**config.mk**
```make
export PLATFORM = sky130hd
export DESIGN_NAME = sar_ctrl
export DESIGN_NICKNAME = d
export VERILOG_FILES = /design/src/rtl/sar_pkg.sv /design/src/rtl/sar_avg.sv /design/src/rtl/sar_ctrl.sv
export SDC_FILE = /design/constraint.sdc
export NUM_CORES = 1
export LEC_CHECK = 0
export BUFFER_PORTS_ARGS = -buffer_cell sky130_fd_sc_hd__buf_2
export CORE_MARGIN = 3
export CORE_UTILIZATION = 35
export CTS_CLUSTER_SIZE = 16
export DETAILED_ROUTE_END_ITERATION = 10
export PLACE_DENSITY = 0.55
export RECOVER_POWER = 50
export SYNTH_ARGS = -nofsm -noshare
export SYNTH_HDL_FRONTEND = slang
export SYNTH_SLANG_ARGS = --single-unit
```
**constraint.sdc**
```tcl
create_clock -name CK -period 2.2 [get_ports CK]
set_input_delay 0.11 -clock CK [delete_from_list [all_inputs] [get_ports CK]]
set_output_delay 0.11 -clock CK [all_outputs]
set_load 0.03 [all_outputs]
```
**src/rtl/sar_pkg.sv**
```systemverilog
// Shared types and constants for the SAR conversion controller.
package sar_pkg;

    localparam int unsigned NBIT_DEF = 10;
    localparam int unsigned AVG_LOG2 = 2;
    localparam int unsigned CNT_W    = 4;

    typedef enum logic [2:0] {
        ST_IDLE,
        ST_SAMPLE,
        ST_STROBE,
        ST_DECIDE,
        ST_DONE
    } sar_state_e;

    // Midscale trial code: only the MSB of an nbit-wide code set.
    function automatic logic [31:0] midscale(input int unsigned nbit);
        return 32'(1) << (nbit - 1);
    endfunction

endpackage

```
**src/rtl/sar_avg.sv**
```systemverilog
// Four-frame averaging of SAR results; only compiled when SAR_AVG_EN is defined.
`ifdef SAR_AVG_EN
module sar_avg
    import sar_pkg::*;
#(
    parameter int unsigned NBIT = NBIT_DEF
) (
    input  logic            clk,
    input  logic            rst_n,
    input  logic            add_i,
    input  logic            clr_i,
    input  logic [NBIT-1:0] code_i,
    output logic            valid_c,
    output logic [NBIT-1:0] avg_c
);

    localparam int unsigned ACC_W = NBIT + AVG_LOG2;

    logic [ACC_W-1:0]    acc_q;
    logic [AVG_LOG2-1:0] n_q;
    logic [ACC_W-1:0]    sum_c;
    logic [ACC_W-1:0]    rounded_c;

    // Four full-scale codes plus the half-LSB rounding term still fit in ACC_W.
    assign sum_c     = acc_q + ACC_W'(code_i);
    assign rounded_c = sum_c + ACC_W'(1 << (AVG_LOG2 - 1));
    assign valid_c   = add_i && (n_q == '1);
    assign avg_c     = NBIT'(rounded_c >> AVG_LOG2);

    always_ff @(posedge clk or negedge rst_n) begin
        if (!rst_n) begin
            acc_q <= '0;
            n_q   <= '0;
        end else if (clr_i || valid_c) begin
            acc_q <= '0;
            n_q   <= '0;
        end else if (add_i) begin
            acc_q <= sum_c;
            n_q   <= n_q + AVG_LOG2'(1);
        end
    end

endmodule
`endif

```
**src/rtl/sar_ctrl.sv**
```systemverilog
// SAR ADC controller: sampling phase, binary search on the CDAC, result delivery.
// Define SAR_AVG_EN to deliver the rounded average of every four frames instead.
module sar_ctrl
    import sar_pkg::*;
#(
    parameter int unsigned NBIT    = NBIT_DEF,
    parameter int unsigned SMP_CYC = 3
) (
    input  logic            CK,
    input  logic            RSTN,
    input  logic            CONV_EN,
    input  logic            CMP_OUT,
    output logic            SMP,
    output logic            CMP_EN,
    output logic [NBIT-1:0] DAC,
    output logic [NBIT-1:0] DOUT,
    output logic            DVALID,
    output logic            BUSY
);

    localparam int unsigned KW = $clog2(NBIT);

    sar_state_e      state_q, state_d;
    logic [KW-1:0]   k_q, k_d;
    logic [CNT_W-1:0] cnt_q, cnt_d;
    logic [NBIT-1:0] dac_q, dac_d;
    logic [NBIT-1:0] dout_q, dout_d;
    logic            smp_q, smp_d;
    logic            cmp_en_q, cmp_en_d;
    logic            dvalid_q, dvalid_d;
    logic            busy_q, busy_d;
    logic            frame_done_c;
    logic            idle_entry_c;

    assign frame_done_c = (state_q == ST_DECIDE) && (state_d == ST_DONE);
    assign idle_entry_c = (state_q != ST_IDLE) && (state_d == ST_IDLE);

`ifdef SAR_AVG_EN
    logic            avg_valid_c;
    logic [NBIT-1:0] avg_c;

    sar_avg #(
        .NBIT (NBIT)
    ) u_avg (
        .clk     (CK),
        .rst_n   (RSTN),
        .add_i   (frame_done_c),
        .clr_i   (idle_entry_c),
        .code_i  (dac_d),
        .valid_c (avg_valid_c),
        .avg_c   (avg_c)
    );
`endif

    // Next state, search datapath and next values of the registered outputs.
    always_comb begin
        state_d  = state_q;
        k_d      = k_q;
        cnt_d    = cnt_q;
        dac_d    = dac_q;
        dout_d   = dout_q;
        dvalid_d = 1'b0;

        unique case (state_q)
            ST_IDLE: begin
                if (CONV_EN) state_d = ST_SAMPLE;
            end
            ST_SAMPLE: begin
                if (cnt_q == CNT_W'(SMP_CYC - 1)) state_d = ST_STROBE;
                else                             cnt_d   = cnt_q + CNT_W'(1);
            end
            ST_STROBE: begin
                state_d = ST_DECIDE;
            end
            ST_DECIDE: begin
                dac_d[k_q] = CMP_OUT;
                if (k_q != '0) begin
                    dac_d[k_q - KW'(1)] = 1'b1;
                    k_d                 = k_q - KW'(1);
                    state_d             = ST_STROBE;
                end else begin
                    state_d = ST_DONE;
                end
            end
            ST_DONE: begin
                state_d = CONV_EN ? ST_SAMPLE : ST_IDLE;
            end
            default: state_d = ST_IDLE;
        endcase

        if ((state_d == ST_SAMPLE) && (state_q != ST_SAMPLE)) begin
            dac_d = NBIT'(midscale(NBIT));
            k_d   = KW'(NBIT - 1);
            cnt_d = '0;
        end

`ifdef SAR_AVG_EN
        if (avg_valid_c) begin
            dvalid_d = 1'b1;
            dout_d   = avg_c;
        end
`else
        if (frame_done_c) begin
            dvalid_d = 1'b1;
            dout_d   = dac_d;
        end
`endif

        smp_d    = (state_d == ST_SAMPLE);
        cmp_en_d = (state_d == ST_STROBE);
        busy_d   = (state_d != ST_IDLE);
    end

    always_ff @(posedge CK or negedge RSTN) begin
        if (!RSTN) begin
            state_q  <= ST_IDLE;
            k_q      <= KW'(NBIT - 1);
            cnt_q    <= '0;
            dac_q    <= '0;
            dout_q   <= '0;
            smp_q    <= 1'b0;
            cmp_en_q <= 1'b0;
            dvalid_q <= 1'b0;
            busy_q   <= 1'b0;
        end else begin
            state_q  <= state_d;
            k_q      <= k_d;
            cnt_q    <= cnt_d;
            dac_q    <= dac_d;
            dout_q   <= dout_d;
            smp_q    <= smp_d;
            cmp_en_q <= cmp_en_d;
            dvalid_q <= dvalid_d;
            busy_q   <= busy_d;
        end
    end

    assign SMP    = smp_q;
    assign CMP_EN = cmp_en_q;
    assign DAC    = dac_q;
    assign DOUT   = dout_q;
    assign DVALID = dvalid_q;
    assign BUSY   = busy_q;

endmodule

```
; After elaboration in Yosys (flattened, before gate mapping)
; Cells that the tools add are included.
[totals]
regBits = 35
latchBits = 0
mem_bits_rw = 0
rom_bits = 0
input_bits = 4
output_inout_bits = 24
word_cells = 58
memories = 0
[classes]
add_sub_neg = 2
mul = 0
n_div = 0
magnitude_cmp = 4
n_eq_ne = 10
shift = 0
n_mux = 20
bitwise_logic = 1
reduce_logical = 12
[op_table]
columns = cell, count
row1 = two-way mux 10 bit, 3
row2 = two-way mux 4 bit, 6
row3 = case mux 3 bit (5 select lines), 1
row4 = bitwise mux 10 bit, 1
row5 = "< comparator 4 x 5 -> 1 bit, second input constant", 2
row6 = OR 10 bit, 1
row7 = "equality test 3 x 2 -> 1 bit, second input constant", 3
row8 = two-way mux 3 bit, 3
row9 = demux 1 bit (select 4 bit), 2
row10 = ">= comparator 4 x 1 -> 1 bit, second input constant", 2
row11 = "equality test 3 x 1 -> 1 bit, second input constant", 2
row12 = "equality test 3 bit, second input constant", 2
row13 = nonzero test 2 bit, 3
row14 = "adder 4 x 1 -> 4 bit, second input constant", 1
row15 = "equality test 4 x 2 -> 1 bit, second input constant", 1
row16 = logical AND 1 bit, 4
row17 = two-way mux 1 bit, 4
row18 = AND reduction 2 bit, 2
row19 = nonzero test 4 bit, 1
row20 = "subtractor 4 x 1 -> 4 bit, second input constant", 1
row21 = logical NOT 3 bit, 1
row22 = "!= test 3 x 1 -> 1 bit, second input constant", 1
row23 = nonzero test 3 bit, 1
row24 = "!= test 2 x 1 -> 1 bit, second input constant", 1

; Longest topological paths before layout
; Gate-level depths: netlist of run 1.
[depth]
ltp_word = 9
mapped_depth = 8
ltp_nobuf = 6

; Worst setup path before layout of run 1
; OpenSTA, ideal clock, no wires.
[synth_path]
path_type = reg-to-reg
startpoint = register k_q[0]
endpoint = register dac_q[0] (netlist: DAC[0])
setup_ns = 0.083
arrival_ns = 1.655
required_time_ns = 2.117
path_slack_ns = 0.463
path_stages_with_launch = 7
n_path_buf = 0
period_less_slack_ns = 1.737
path_cell_list = dfstp_2 > inv_1 > ha_1 > or2_2 > o21ai_1 > a22oi_1 > o22ai_1
[synth_between]
elab_chain_len = 9
word_cells_on_any_way = 21
classes_between = add/sub: 1 / order compare: 4 / eq/ne: 1 / mux: 10 / bitwise: 1 / reduce/logical: 4
[synth_lines]
columns = item, line_no
row1 = from (decl), sar_ctrl.sv:24  ; logic [KW-1:0] k_q, k_d;
row2 = from (signal assigned), sar_ctrl.sv:117  ; k_q <= KW'(NBIT - 1);
row3 = from (signal assigned), sar_ctrl.sv:127  ; k_q <= k_d;
row4 = subtractor 4 x 1 -> 4 bit (tied with other cells), sar_ctrl.sv:78  ; dac_d[k_q - KW'(1)] = 1'b1;
row5 = < comparator 4 x 5 -> 1 bit (not written as such) (tied with other cells), sar_ctrl.sv:78
row6 = logical AND 1 bit (not written as such) or two-way mux 1 bit (tied branches), "sar_ctrl.sv:78, sar_ctrl.sv:76"
row7 = two-way mux 1 bit (not written as such) or demux 1 bit (select 4 bit) (tied branches), "sar_ctrl.sv:78, sar_ctrl.sv:76"
row8 = demux 1 bit (select 4 bit) or bitwise mux 10 bit (tied branches), "sar_ctrl.sv:78, sar_ctrl.sv:76"
row9 = OR 10 bit (no source line), -
row10 = two-way mux 10 bit, sar_ctrl.sv:77  ; if (k_q != '0) begin
row11 = two-way mux 10 bit, sar_ctrl.sv:64  ; unique case (state_q)
row12 = two-way mux 10 bit *, sar_ctrl.sv:91  ; if ((state_d == ST_SAMPLE) && (state_q != ST_SAMPLE)) begin
row13 = via dac_d[0], sar_ctrl.sv:26  ; logic [NBIT-1:0] dac_q, dac_d;
row14 = to (signal assigned), sar_ctrl.sv:119  ; dac_q <= '0;
row15 = to (signal assigned), sar_ctrl.sv:129  ; dac_q <= dac_d;
row16 = to (decl), sar_ctrl.sv:26
; The timed path passes the listed nets; every way through them passes the cells marked *.
; A chain may end at the register's enable or synchronous reset.

; Worst setup path after layout of run 1
; Ends and elaborated chain as after synthesis.

==> results.toml, run 1 <==
[worst_setup_path]
r2r_start = "k_q[0]"
crit_path_end = "DAC[0]"
path_max_fanout = 9
path_cells = "inv_1 > ha_1 > or2_2 > o21ai_1 > a22oi_1 > o22ai_1"
crit_buf_inv = 1
r2r_slack_ns = 0.21
worst-endpoint-required_ns = 2.40
worstSetupStartpointType = "flop"
critPathSlowestCell = "dfstp_2"
reg2reg_to = "DAC[0]"
cp.depth = 6
cpPeakStageDelay_ns = 0.60
crit_start = "k_q[0]"
path_delay_family = "flip-flops"
path_class = "flop to flop"
reg2reg_depth = 6
end_kind = "flop"
cp.arrival_ns = 2.19

[sta]
fmax_mhz = 504
finalSetupViolCount = 0
min_period_ns = 1.99
slew_violations = 0
slew_headroom_pct = 40.9
hold_viol = 0
rsz0062_at_grt = "false"
period_share_pct = 90.3
tightest_slew_ns = 0.886
fin_skew_ns = 0.00402
fin_setup_tns_ns = 0

[yosys]
netlist_top_cells_count = "dfrtp_1 (33), nand2_1 (25), a21oi_1 (15), nor2_1 (14), o21ai_0 (13)"
synth_edf_count = 0
synth_warnings = 0
ys_async_sr_fraction_pct = 100
postSynthCellCount = 194
synthTopCellsByArea = "dfrtp_1 (45%), nand2_1 (5.1%), ha_1 (4.7%)"
yosysMostFrequentCell = "dfrtp_1"
synth_fp_nets = 205
syn_area_um2 = 1850
synth.largest_area_cell = "dfrtp_1"
ys_types = 39
netlist.area_leader.share_pct = 44.7
synth_ff_type = "dfrtp_1"
synth_seq_cells = 35
synth_area_per_cell_um2 = 9.53
ys_seq_area_share_pct = 47.5

[floorplan]
dieArea_um2 = 6190
start_util_pct = 37.6
fp.dieW_um = 78.7
core_um2 = 4910
rows = 25
die_h_um = 78.7
io_pins = 28

[place]
placed_area_um2 = 2060
hpwlAfterDp_um = 3070
port_buffers = 27
gp_congestion = 0.789

[route]
drc = 0
vias = 1449
avgRoutedWirePerCell_um = 14.4
viasPerCell = 4.93
drtAntennaViolNets = 0
wirelength_um = 4230
drtIter0Drc = 103
drt-pass1-iter-count = 4

[grt]
grt_max_degree = 36
grt_antenna_before_repair = 0
grt_pass1_vias = 1367
grt_pass1_wl_um = 6880
grt_usage_pct = 14.3
overflow = 0

[clocking]
cts_max_path_buffers = 2
clk_pin_slew_ns = 0.07
clock-sinks = 35
clk_latency_ns = 0.28
cts_made_buffers = 5
cts_tree = "built"
cts-root-buf = "clkbuf_8"
cts_resized = 0
cts_max_level = 2

[finish]
fin_util_pct = 44.0
nets = 237
areaGrowthSynthToFinish_pct = 17.0
design_area_um2 = 2160
antenna_cells = 0
drive_gt1_share_pct = 13.7

[power_and_ir_drop]
peakVddDrop_uv = 368
p_per_area_nw_per_um2 = 1480
leakagePower_uw = 0.000970

[hold_path]
holdCritPathClass = "primary input to flop"

[run]
cap_violations = 0

[run_status]
status = "finished, final reports clean"
[final cells by class]
class,count,area [um^2]
Fill cell,500,2750
Sequential cell,35,878
Multi-Input combinational cell,139,877
Timing Repair Buffer,35,168
Tap cell,67,83.8
Clock buffer,6,82.6
Inverter,10,37.5
Clock inverter,2,35.0
[kinds of logic after synthesis]
| logic type | count (synthesis) | share of synthesized area [%] |
|---|---|---|
| DFF | 35 | 47.5 |
| muxes | 8 | 4.40 |
| AOI/OAI and AO/OA | 48 | 15.8 |
| xor gates and xnor gates | 4 | 1.90 |
| and+or+nand+nor | 72 | 20.7 |
| buffers and inverters | 20 | 5.01 |
| adders and majority gates | 7 | 4.74 |
[worst min-delay path by stage]
stage,start,end,slack (ns),depth (start not counted)
2_1_floorplan,RSTN,BUSY,-0.19,0
3_3_place_gp,RSTN,SMP,0.25,1
3_5_place_dp,RSTN,BUSY,0.24,1
4_1_cts,CONV_EN,BUSY,0.10,3
5_1_grt,CONV_EN,SMP,0.10,3
6_report,CONV_EN,BUSY,0.10,3
[layer usage]
metal / vias to the layer above / share of wire (%) / GRT usage [%]
met5: - / 0 / 0
met4: 0 / 1.7 / 5.77
met3: 8 / 3.8 / 2.41
met2: 32 / 44 / 21.5
met1: 675 / 51 / 20.3
li1: 734 / - / -
[through the flow]
step	std cells	hold slack [ns]	worst slack, ns	power [uW]
6_report	294	0.101	0.214	3190
5_1_grt	294	0.103	0.0494	3430
4_1_cts	294	0.104	0.231	3260
3_5_place_dp	285	0.242	0.257	2650
3_3_place_gp	285	0.246	0.300	2640
2_1_floorplan	194	-0.186	0.463	2230
[cell usage in the layout (no fill, tap or decap), types with 3 or more instances in the layout]
| cell | count |
|---|---|
| a21boi_0 | 3 |
| a21oi_1 | 15 |
| and4_1 | 4 |
| buf_4 | 7 |
| clkbuf_1 | 24 |
| clkbuf_8 | 6 |
| dfrtp_1 | 33 |
| ha_1 | 7 |
| inv_1 | 10 |
| mux2i_1 | 7 |
| nand2_1 | 25 |
| nand2b_1 | 6 |
| nand3_1 | 8 |
| nand4_1 | 3 |
| nor2_1 | 14 |
| o21ai_0 | 13 |
| o21ai_1 | 4 |
| o22ai_1 | 4 |
[flip-flops by register name, indices dropped and copies added, names as in the netlist]
| register | cells |
|---|---|
| DVALID | 1 |
| SMP | 1 |
| BUSY | 1 |
| k_q | 4 |
| DAC | 10 |
| cnt_q | 4 |
| CMP_EN | 1 |
| state_q | 3 |
| DOUT | 10 |
[tightest hold or removal path, cell delays in order]
cell and delay (ns):
buf_2 0.13, inv_1 0.05, mux2i_1 0.06
[power by group]
part	switching, uW	internal [uW]	leakage (uW)	total [uW]
logic	999	489	0.000475	1490
registers	213	890	0.000434	1100
clock network	234	367	0.0000612	601
[what timing repair did]
action | CTS | global route
hold buffers | 1 | 0
hold endpoints to repair | 33 | 0
buffers inserted | 0 | 0
Power figures use the tool's default switching activity.
==> run 2: changes to the inputs <==
--- a/config.mk
+++ b/config.mk
@@ -8,9 +8,10 @@
 export BUFFER_PORTS_ARGS = -buffer_cell sky130_fd_sc_hd__buf_2
 export CORE_MARGIN = 3
 export CORE_UTILIZATION = 35
+export CTS_BUF_LIST = sky130_fd_sc_hd__clkbuf_16
 export CTS_CLUSTER_SIZE = 16
 export DETAILED_ROUTE_END_ITERATION = 10
-export PLACE_DENSITY = 0.55
+export PLACE_DENSITY = 0.59
 export RECOVER_POWER = 50
 export SYNTH_ARGS = -nofsm -noshare
 export SYNTH_HDL_FRONTEND = slang
==> run 2 against run 1 <==
Effect of this change: first-iteration DRC count grew 13%; power grew 1.7%; sequential share of layout area shrank 0.14 points; sequential power is essentially flat; critical path depth is the same; final area grew 0.35%; combinational power grew 3%; highest routed layer unchanged.
==> results.toml, run 2 (synthesis gave the netlist of run 1 again) <==
[place]
dp_cells = 284
gp_congestion = 0.836
hpwlAfterDp_um = 2910
placed_area_um2 = 2060
port_buffers = 27

[route]
avgRoutedWirePerCell_um = 14.3
drc = 0
wl_met2_um = 2030
drtAntennaViolNets = 0
maxUsedRoutingLayer = "met4"
dr_wl_met3_um = 140
viasPerCell = 5.11
wl_met1_um = 1950
vias = 1496
wirelength_um = 4200
drtIter0Drc = 116
drt-pass1-iter-count = 4

[floorplan]
start_util_pct = 37.6
fp.dieW_um = 78.7
die_h_um = 78.7
dieArea_um2 = 6190
core_um2 = 4910
io_pins = 28
rows = 25

[power_and_ir_drop]
peakVddDrop_uv = 504
p_per_area_nw_per_um2 = 1500
leakagePower_uw = 0.000978

[sta]
period_share_pct = 89.5
hold_slack_ns = 0.107
slew_violations = 0
rsz0062_at_grt = "false"
tightest_slew_ns = 0.881
fin_skew_ns = 0.00561
finalSetupViolCount = 0
min_period_ns = 1.97
hold_viol = 0
slew_headroom_pct = 41.2
fin_setup_tns_ns = 0
fmax_mhz = 508

[clocking]
cts_resized = 0
cts_max_path_buffers = 2
postCtsSetupBuffers = 0
clock-sinks = 35
cts_max_level = 2
cts_tree = "built"
cts_made_buffers = 5
clk_pin_slew_ns = 0.05
clk_latency_ns = 0.27
cts-root-buf = "clkbuf_16"

[worst_setup_path]
path_class = "flop to flop"
worst-endpoint-required_ns = 2.38
path_max_fanout = 7
worstSetupStartpointType = "flop"
end_kind = "flop"
r2r_start = "k_q[0]"
reg2reg_depth = 6
cp.arrival_ns = 2.15
crit_start = "k_q[0]"

[finish]
nets = 236
final_common_cell = "dfrtp_1"
drive_gt1_share_pct = 11.5
design_area_um2 = 2170
areaGrowthSynthToFinish_pct = 17.4
fin_util_pct = 44.2
antenna_cells = 0
nFillCells = 511
finalNonFillerCells = 293
final_cell_mix = "dfrtp_1 (33), nand2_1 (25), clkbuf_1 (25)"

[run]
cap_violations = 0

[hold_path]
holdCritPathClass = "primary input to flop"
hold_depth = 3
hp-start = "CONV_EN"

[grt]
overflow = 0
grt_antenna_before_repair = 0
grt_pass1_wl_um = 7210
grt_usage_pct = 14.8
grt_pass1_vias = 1476
grt_max_degree = 36

[run_status]
status = "finished, final reports clean"
==> run 2: cell count changes in the layout (fill, tap and decap cells not counted), sizes merged <==
cell and delta:
buf -2, bufinv -1, clkinv -1, inv +3
==> run 2: layer usage <==
metal | vias to the layer above | GRT usage (%)
met5 | - | 0
met4 | 0 | 5.94
met3 | 7 | 3.10
met2 | 27 | 24.2
met1 | 725 | 19.1
li1 | 737 | -
==> run 2: final cells by class <==
| class | count | area [um^2] | area share (%) |
|---|---|---|---|
| sequential | 35 | 878 | 40.5 |
| multi-input combinational | 139 | 877 | 40.4 |
| timing repair buffer | 34 | 156 | 7.21 |
| clock buffer | 5 | 125 | 5.77 |
| tap | 67 | 83.8 | 3.86 |
| inverter | 10 | 37.5 | 1.73 |
| clock inverter | 3 | 11.3 | 0.519 |
==> run 2: report_power, final <==
part | leakage, uW | internal, uW | switching, uW
combinational | 0.000466 | 488 | 1050
clock | 0.0000776 | 406 | 239
sequential | 0.000434 | 892 | 176
total | 0.000978 | 1790 | 1460
==> run 2: timing repair <==
item,CTS,global route
hold endpoints to repair,33,0
hold buffers,1,0
setup endpoints to repair,0,0
==> run 2: final timing paths <==
check	end	slack (ns)
worst min-delay path	BUSY	0.11
worst min register to register	DOUT[1]	0.48
worst max register to register	DAC[0]	0.23
max in group asynchronous	DAC[1]	1.16
worst max-delay path	DAC[0]	0.23
min in group asynchronous	state_q[0]	0.49
==> run 2: through the flow <==
step / worst slack (ns) / total power (uW)
finish: 0.230 / 3250
global route: 0.0978 / 3510
CTS: 0.242 / 3330
detailed placement: 0.258 / 2660
global placement: 0.360 / 2640
floorplan: 0.463 / 2230
==> run 2: critical path: stages (launching register included) <==
cell	delay (ns)
dfstp_2	0.59
inv_1	0.10
ha_1	0.27
or2_2	0.29
o21ai_1	0.23
a22oi_1	0.17
o22ai_1	0.23
==> run 3: changes to the inputs <==
--- a/config.mk
+++ b/config.mk
@@ -6,12 +6,14 @@
 export NUM_CORES = 1
 export LEC_CHECK = 0
 export BUFFER_PORTS_ARGS = -buffer_cell sky130_fd_sc_hd__buf_2
+export CELL_PAD_IN_SITES_DETAIL_PLACEMENT = 0
+export CELL_PAD_IN_SITES_GLOBAL_PLACEMENT = 1
 export CORE_MARGIN = 3
 export CORE_UTILIZATION = 35
 export CTS_BUF_LIST = sky130_fd_sc_hd__clkbuf_16
 export CTS_CLUSTER_SIZE = 16
 export DETAILED_ROUTE_END_ITERATION = 10
-export PLACE_DENSITY = 0.59
+export PLACE_DENSITY = 0.72
 export RECOVER_POWER = 50
 export SYNTH_ARGS = -nofsm -noshare
 export SYNTH_HDL_FRONTEND = slang
==> run 3 against run 2 <==
Effect of this change: hold slack better by 0.0013 ns; power about the same; fmax about the same; sequential power hardly changed; sequential share of layout area decreased by 0.093 points; largest power group unchanged.
==> results.toml, run 3 (synthesis gave the netlist of run 1 again) <==
[run_status]
status = "finished, final reports clean"

[clocking]
clock-sinks = 35
postCtsHoldBufs = 1
cts_made_buffers = 5
cts_max_path_buffers = 2
cts_tree = "built"
cts_resized = 0
postCtsSetupBuffers = 0
clk_latency_ns = 0.28
cts_max_level = 2
cts-root-buf = "clkbuf_16"
clk_pin_slew_ns = 0.05

[worst_setup_path]
critPathSlowestCell = "dfstp_2"
worstSetupStartpointType = "flop"
cp.arrival_ns = 2.16
cpPeakStageDelay_ns = 0.59
path_max_fanout = 11
end_kind = "flop"
path_delay_family = "flip-flops"
path_cells = "inv_1 > ha_1 > or2_2 > o21ai_1 > a22oi_1 > o22ai_1"
path_class = "flop to flop"
crit_buf_inv = 1
worst-endpoint-required_ns = 2.40

[floorplan]
core_um2 = 4910
start_util_pct = 37.6
die_h_um = 78.7
io_pins = 28
fp.dieW_um = 78.7
dieArea_um2 = 6190
rows = 25

[route]
drt-pass1-iter-count = 5
vias = 1465
drtIter0Drc = 118
wirelength_um = 4100
avgRoutedWirePerCell_um = 14.0
drtAntennaViolNets = 0
drc = 0
viasPerCell = 5.00

[sta]
rsz0062_at_grt = "false"
hold_viol = 0
min_period_ns = 1.97
period_share_pct = 89.4
hold_slack_ns = 0.108
finalSetupViolCount = 0
fin_skew_ns = 0.00257
slew_headroom_pct = 42.6
fin_setup_tns_ns = 0
fmax_mhz = 508
setup_ws_ns = 0.232
tightest_slew_ns = 0.860
slew_violations = 0

[finish]
nFillCells = 512
final_common_cell = "dfrtp_1"
antenna_cells = 0
areaGrowthSynthToFinish_pct = 17.7
multi_input_area_um2 = 877
nets = 237
finalNonFillerCells = 293
final_cell_mix = "dfrtp_1 (33), nand2_1 (25), clkbuf_1 (25)"
drive_gt1_share_pct = 12.4
layout.area.seq_um2 = 878

[grt]
grt_pass1_vias = 1449
grt_max_degree = 36
overflow = 0
grt_pass1_wl_um = 7200
grt_antenna_before_repair = 0
grt_usage_pct = 15.0

[power_and_ir_drop]
peakVddDrop_uv = 453
leakagePower_uw = 0.000972
p_per_area_nw_per_um2 = 1490

[place]
hpwlAfterDp_um = 2940
preCtsSetupSlack_ns = 0.240
dp_cells = 285
port_buffers = 27
gp_congestion = 0.759

[run]
cap_violations = 0

[hold_path]
holdCritPathClass = "primary input to flop"
## run 3: tightest hold or removal path, stage by stage
cell and delay, ns:
buf_2 0.13, inv_1 0.05, mux2i_1 0.05
## run 3: area by class of cell
cell class | count | share of cell area, %
flip-flops and latches | 35 | 40.4
multi-input cells | 139 | 40.3
repair buffers | 35 | 7.54
clock buffers | 5 | 5.75
well taps | 67 | 3.85
inverters | 10 | 1.73
clock inverters | 2 | 0.403
## run 3: final timing paths
path	startpoint	end	slack (ns)	depth (start not counted)
worst max-delay path	k_q[0]	DAC[0]	0.23	6
worst min-delay path	CONV_EN	BUSY	0.11	3
worst max register to register	k_q[0]	DAC[0]	0.23	6
worst min register to register	DOUT[0]	DOUT[0]	0.48	2
max in group asynchronous	RSTN	DOUT[8]	1.17	2
min in group asynchronous	RSTN	cnt_q[0]	0.49	2
## run 3: layer usage
layer	part of all wire [%]	track usage, %	routed length [um]
met3	4.3	3.21	177
met4	2.1	6.82	88
met5	0	0	0
met2	46	23.3	1900
met1	47	19.9	1930
## run 3: stage by stage
| step | utilization, % | area, um^2 | power, uW |
|---|---|---|---|
| 6_report | 44.3 | 2170 | 3250 |
| 5_1_grt | 44.3 | 2170 | 3520 |
| 4_1_cts | 45.0 | 2210 | 3330 |
| 3_5_place_dp | 42.0 | 2060 | 2660 |
| 3_3_place_gp | 42.0 | 2060 | 2650 |
| 2_1_floorplan | - | 1850 | 2230 |
## run 3: power by group
part | internal, uW | leakage, uW | total, uW | switching, uW
clock network | 406 | 0.0000671 | 658 | 252
registers | 892 | 0.000434 | 1070 | 173
logic | 495 | 0.000471 | 1520 | 1030
total | 1790 | 0.000972 | 3250 | 1450
